===== src/rtl/pipe_ctrl_pkg.sv =====
// pipe_ctrl_pkg: stall vector layout, stall patterns and FSM encoding shared by the pipeline controller.
package pipe_ctrl_pkg;
    localparam int STALL_W     = 6;
    localparam int STALL_PC    = 0;
    localparam int STALL_IFID  = 1;
    localparam int STALL_IDEX  = 2;
    localparam int STALL_EXMEM = 3;
    localparam int STALL_MEMWB = 4;
    localparam int STALL_WB    = 5;
    // Thermometer patterns: holding a stage also holds everything upstream of it.
    localparam logic [STALL_W-1:0] STALL_NONE = 6'b000000;
    localparam logic [STALL_W-1:0] STALL_ID   = 6'b000111;
    localparam logic [STALL_W-1:0] STALL_EX   = 6'b001111;
    typedef enum logic [1:0] {IDLE = 2'd0, BUSY = 2'd1, DONE = 2'd2} state_t;
endpackage


===== src/rtl/pipe_ctrl_if.sv =====
// pipe_ctrl_if: hazard requests into, and stall/flush controls out of, the pipeline controller.
interface pipe_ctrl_if import pipe_ctrl_pkg::*; #(parameter int MC_LEN_W = 6);
    logic                stallreq_id;
    logic                ex_mc_start;
    logic [MC_LEN_W-1:0] ex_mc_len;
    logic                flush_req;
    logic [STALL_W-1:0]  stall;
    logic                flush;
    logic                ex_mc_done;
    logic                busy;
    modport master (output stallreq_id, ex_mc_start, ex_mc_len, flush_req,
                    input  stall, flush, ex_mc_done, busy);
    modport slave  (input  stallreq_id, ex_mc_start, ex_mc_len, flush_req,
                    output stall, flush, ex_mc_done, busy);
endinterface


===== src/rtl/pipe_ctrl.sv =====
// pipe_ctrl: pipeline stall/flush controller with a multi-cycle EX occupancy FSM.
module pipe_ctrl import pipe_ctrl_pkg::*; #(parameter int MC_LEN_W = 6) (
    input logic       clk,
    input logic       rst,
    pipe_ctrl_if.slave bus
);
    state_t              state;
    logic [MC_LEN_W-1:0] cnt;
    logic                mc_go;
    logic                ex_stall;

    assign mc_go    = bus.ex_mc_start && bus.ex_mc_len != '0;
    assign ex_stall = state == BUSY || (state == IDLE && mc_go);

    // Hazard response is same-cycle; reset and flush both silence every stall.
    assign bus.stall      = (rst || bus.flush_req) ? STALL_NONE :
                            ex_stall ? STALL_EX : bus.stallreq_id ? STALL_ID : STALL_NONE;
    assign bus.flush      = !rst && bus.flush_req;
    assign bus.ex_mc_done = !rst && !bus.flush_req && state == DONE;
    assign bus.busy       = state == BUSY;

    // cnt holds the stalled cycles still owed after the current one.
    always_ff @(posedge clk or posedge rst) begin
        if (rst) begin
            state <= IDLE;
            cnt   <= '0;
        end else if (bus.flush_req) begin
            state <= IDLE;
            cnt   <= '0;
        end else begin
            case (state)
                IDLE: if (mc_go) begin
                    cnt   <= bus.ex_mc_len - MC_LEN_W'(1);
                    state <= bus.ex_mc_len == MC_LEN_W'(1) ? DONE : BUSY;
                end
                BUSY: begin
                    cnt   <= cnt - MC_LEN_W'(1);
                    state <= cnt == MC_LEN_W'(1) ? DONE : BUSY;
                end
                default: state <= IDLE;
            endcase
        end
    end
endmodule


===== src/flat_wrapper.sv =====
// flat-port wrapper written by rule: the top's interface ports become plain ports
module pipe_ctrl_flat import pipe_ctrl_pkg::*;
#(parameter int MC_LEN_W = 6)
  (clk, rst, bus_stallreq_id, bus_ex_mc_start, bus_ex_mc_len, bus_flush_req, bus_stall, bus_flush, bus_ex_mc_done, bus_busy);
  pipe_ctrl_if #(.MC_LEN_W(MC_LEN_W)) bus_i ();
  input logic clk;
  input logic rst;
  input wire logic [$bits(bus_i.stallreq_id)-1:0] bus_stallreq_id;
  input wire logic [$bits(bus_i.ex_mc_start)-1:0] bus_ex_mc_start;
  input wire logic [$bits(bus_i.ex_mc_len)-1:0] bus_ex_mc_len;
  input wire logic [$bits(bus_i.flush_req)-1:0] bus_flush_req;
  output wire logic [$bits(bus_i.stall)-1:0] bus_stall;
  output wire logic [$bits(bus_i.flush)-1:0] bus_flush;
  output wire logic [$bits(bus_i.ex_mc_done)-1:0] bus_ex_mc_done;
  output wire logic [$bits(bus_i.busy)-1:0] bus_busy;
  assign bus_i.stallreq_id = bus_stallreq_id;
  assign bus_i.ex_mc_start = bus_ex_mc_start;
  assign bus_i.ex_mc_len = bus_ex_mc_len;
  assign bus_i.flush_req = bus_flush_req;
  assign bus_stall = bus_i.stall;
  assign bus_flush = bus_i.flush;
  assign bus_ex_mc_done = bus_i.ex_mc_done;
  assign bus_busy = bus_i.busy;
  pipe_ctrl #(.MC_LEN_W(MC_LEN_W)) u_core (.clk(clk), .rst(rst), .bus(bus_i));
endmodule

===== config.mk =====
export PLATFORM = sky130hd
export DESIGN_NAME = pipe_ctrl_flat
export DESIGN_NICKNAME = d
export VERILOG_FILES = /design/src/rtl/pipe_ctrl_pkg.sv /design/src/rtl/pipe_ctrl_if.sv /design/src/rtl/pipe_ctrl.sv /design/src/flat_wrapper.sv
export SDC_FILE = /design/constraint.sdc
export NUM_CORES = 1
export LEC_CHECK = 0
export CORE_MARGIN = 2
export CORE_UTILIZATION = 49
export CTS_BUF_LIST = sky130_fd_sc_hd__clkbuf_2
export DETAILED_ROUTE_END_ITERATION = 7
export HOLD_SLACK_MARGIN = 0.1
export PLACE_DENSITY = 0.9
export SYNTH_ARGS = -nofsm -noshare
export SYNTH_HDL_FRONTEND = slang
export SYNTH_SLANG_ARGS = --single-unit

===== constraint.sdc =====
create_clock -name clk -period 2.5 [get_ports clk]
set_clock_uncertainty 0.1 [all_clocks]
set_input_delay 0.375 -clock clk [delete_from_list [all_inputs] [get_ports clk]]
set_output_delay 0.375 -clock clk [all_outputs]
set_load 0.02 [all_outputs]

# Word-level counts from Yosys, hierarchy flattened
# Index checks and enable logic that the tools add are counted.
# totals
ff_bits	8
out_inout_bits	9
word_cells	33
# op_classes
n_addsub	2
eq_ne	5
n_mux	11
n_reduce_logical	13
# ops
cell	count
$mux W6	4
$eq A6 B1 Y1 const B	2
$pmux W6 S2	1
$sub A6 B1 Y6 const B	2
$mux W2	4
$reduce_bool A6 Y1	1
$logic_and A1 B1 Y1	5
$pmux W2 S2	1
$mux W3	1
$ne A3 B2 Y1 const B	1
$reduce_bool A3 Y1	1
$eq A2 B1 Y1 const B	1
$eq A2 B2 Y1 const B	1
$logic_not A1 Y1	2
$logic_not A2 Y1	1
$logic_or A1 B1 Y1	2
$reduce_and A2 Y1	1

# Longest topological paths before layout
# depth
word_depth	6
mapped_depth	8
ltp_nobuf	7

# Least setup slack after synthesis
# Ideal clock, no wire load.
# synth_timing
path_kind	input -> output
start	input bus_ex_mc_len[0]
end	output bus_stall[1]
arrival_time_ps	2035
t_required_ps	2025
setup_slack_ps	-10
stages	8
path_buffers	2
path_cell_list	inv_1 -> ha_1 -> a21bo_4 -> a21oi_2 -> buf_6 -> nor2_1 -> nor3_1 -> buf_4
# synth_via
elab_chain_cells	6
# synth_rtl
item	line_no	text
start, declared	flat_wrapper.sv:10	input wire logic [$bits(bus_i.ex_mc_len)-1:0] bus_ex_mc_len;
$reduce_bool A6 Y1	pipe_ctrl.sv:12	assign mc_go = bus.ex_mc_start && bus.ex_mc_len != '0;
$logic_and A1 B1 Y1	pipe_ctrl.sv:12	
$logic_and A1 B1 Y1	pipe_ctrl.sv:13	assign ex_stall = state == BUSY || (state == IDLE && mc_go);
$logic_or A1 B1 Y1	pipe_ctrl.sv:13	
$mux W6	pipe_ctrl.sv:17	ex_stall ? STALL_EX : bus.stallreq_id ? STALL_ID : STALL_NONE;
$mux W6	pipe_ctrl.sv:16	assign bus.stall = (rst || bus.flush_req) ? STALL_NONE :
end, declared	flat_wrapper.sv:12	output wire logic [$bits(bus_i.stall)-1:0] bus_stall;
# No other way between the ends.

# Final worst setup path
# layout_timing
start	input bus_ex_mc_len[5]
end	output bus_stall[1]
# The elaborated chain is that of the path after synthesis.

==> impl_metrics.env <==
export IMPL_hold_buffers=0
export IMPL_fin_cells=126
export IMPL_coreArea_mm2=0.001350
export IMPL_netlist_top_cells_area="dfrtp_1, ha_1, buf_4, nor3_1, inv_1"
export IMPL_dp_cells=122
export IMPL_hold_path_class="in -> async"
export IMPL_area_delta_synth_final_pct=37.20
export IMPL_startpoint_type="primary input"
export IMPL_yosysTopAreaCell="dfrtp_1"
export IMPL_gp_congestion=0.8516
export IMPL_clockBufferDepth=2
export IMPL_p_leak_nw=0.4533
export IMPL_hold_viol_final=0
export IMPL_rows=13
export IMPL_detailed_place_area_um2=978.4
export IMPL_hpwl_um=1604
export IMPL_gr_total_overflow=0
export IMPL_synth_top_cell_area_share_pct=27.30
export IMPL_critPathArrivalTime_ns=1.87
export IMPL_first_global_vias=743
export IMPL_ys_seq_elements=8
export IMPL_clkSinkCount=8
export IMPL_final_cell_mix="buf_4, clkdlybuf4s50_1, dfrtp_1"
export IMPL_grt_max_degree=11
export IMPL_vias_per_cell=5.921
export IMPL_diodes=0
export IMPL_finalSetupViolCount=0
export IMPL_first_pass_iters=4
export IMPL_slew_violations=0
export IMPL_clkLatencyLatePin_ns=0.26
export IMPL_drive_gt1_share_pct=29.73
export IMPL_dieArea_mm2=0.001822
export IMPL_netlist_area_um2=733.2
export IMPL_maxCapViolCount=0
export IMPL_final_common_cell="buf_4"
export IMPL_drtIter0Drc=13
export IMPL_setup_tns_ns=0
export IMPL_htreeDepth=1
export IMPL_ys_warn_count=0
export IMPL_p_per_area_mw_per_mm2=439.8
export IMPL_slew_headroom_pct=64.18
export IMPL_vias=746
export IMPL_synth_edff_count=0
export IMPL_ant_nets=0
export IMPL_track_usage_pct=23.77
export IMPL_min_period_over_period_pct=93.65
export IMPL_fmax_mhz=427.1
export IMPL_cts_root_buf="clkbuf_2"
export IMPL_crit_path_end_kind="output port"
export IMPL_grt_pass1_wl_um=3174
export IMPL_path_clk_slew_ns=0.09
export IMPL_rsz0062_at_grt="false"
export IMPL_status="completed"
export IMPL_fin_area_mm2=0.001006
export IMPL_syn_inst=83
export IMPL_routedWlPerCell_um=17.08
export IMPL_nets=128
export IMPL_cts_tree="yes"
export IMPL_synthArstFlopShare_pct=100.0
export IMPL_start_util_pct=54.31
export IMPL_cp_required_ns=2.03
export IMPL_die_h_um=42.68
export IMPL_drc_errors=0
export IMPL_antenna_found_initial=0
export IMPL_cp_max_fo=3
export IMPL_synth_avg_cell_area_um2=8.834
export IMPL_post_route_min_period_ns=2.341
export IMPL_io_pins=20
export IMPL_path_class="in -> out"
export IMPL_synth_flop_cell="dfrtp_1"
export IMPL_die_x_um=42.68
export IMPL_io_buffer_count=17
export IMPL_yosysSeqAreaShare_pct=27.30
export IMPL_cts_buffers=3
export IMPL_final_util_pct=74.51
export IMPL_drt_wl_total_um=2152
export IMPL_worst_slew_pin_slew_ns=0.5332
export IMPL_power_mw=0.4425
export IMPL_ys_types=36
export IMPL_ir_drop_uv=332.2
through the flow:
step                      setup WS [ns]  hold WS [ns]
after floorplan                  0.2400       0.09066
after global placement          -0.3217        0.4381
after detailed placement        -0.4204        0.4475
after CTS                       0.04997        0.4388
after global routing            0.06831        0.4843
final                            0.1588        0.4188
synth_stat cells, types with 3 or more instances:
library cell  instances
dfrtp_1               8
buf_4                 5
nor3_1                6
ha_1                  4
a21oi_1               3
nand2_1               5
inv_1                 6
nor2_1                6
repair_timing:
item                       4_1_cts  5_1_grt
gates resized for setup         17        8
setup endpoints to repair        4        4
pin swaps                        0        2
setup buffers                    0        1
final timing paths:
kind | start | to | slack [ns] | cells past startpoint
worst max-delay path | bus_ex_mc_len[5] | bus_stall[1] | 0.16 | 7
worst min-delay path | rst | u_core.state[1] | 0.42 | 2
worst max register to register | u_core.cnt[0] | u_core.cnt[3] | 0.82 | 3
worst min register to register | u_core.cnt[1] | u_core.cnt[1] | 0.47 | 2
max in group asynchronous | rst | u_core.cnt[0] | 1.64 | 2
min in group clk | u_core.cnt[1] | u_core.cnt[1] | 0.47 | 2
power breakdown:
group | internal (mW) | switching, mW
Clock | 0.0326 | 0.0527
Sequential | 0.143 | 0.0126
Combinational | 0.0916 | 0.110
Total | 0.268 | 0.175
worst max-delay path: stages:
cell and delay, ns:
clkdlybuf4s50_1 0.54, nor4_4 0.08, a21bo_4 0.23, a21oi_4 0.16, nor2_2 0.06, nor3_2 0.23
buf_4 0.19
state kept, by name, indices dropped and copies added, names as in the netlist:
register      flops
u_core.cnt        6
u_core.state      2
cell type report:
cell class / instances / area (um2)
Multi-Input combinational cell: 62 / 474.2
Fill cell: 100 / 344.1
Timing Repair Buffer: 32 / 275.3
Sequential cell: 8 / 200.2
Inverter: 6 / 22.52
Tap cell: 15 / 18.77
Clock buffer: 3 / 15.01
logic make-up after synthesis:
family	share of synthesized area, %
buffers and inverters	10.92
adder cells (fa/ha/maj)	6.826
XOR/XNOR	4.779
AO/OA/AOI/OAI	22.53
multiplexers	2.730
other	0.5115
flip-flops	27.30
AND/OR/NAND/NOR	24.40
layer usage:
metal	global-route usage [%]	wire length (um)	vias to the layer above
li1	-	-	346
met1	25.98	833	354
met2	40.30	1170	37
met3	6.383	90	9
met4	14.37	57	0
met5	0	0	-
No activity file was read; power rests on OpenSTA's default activity.
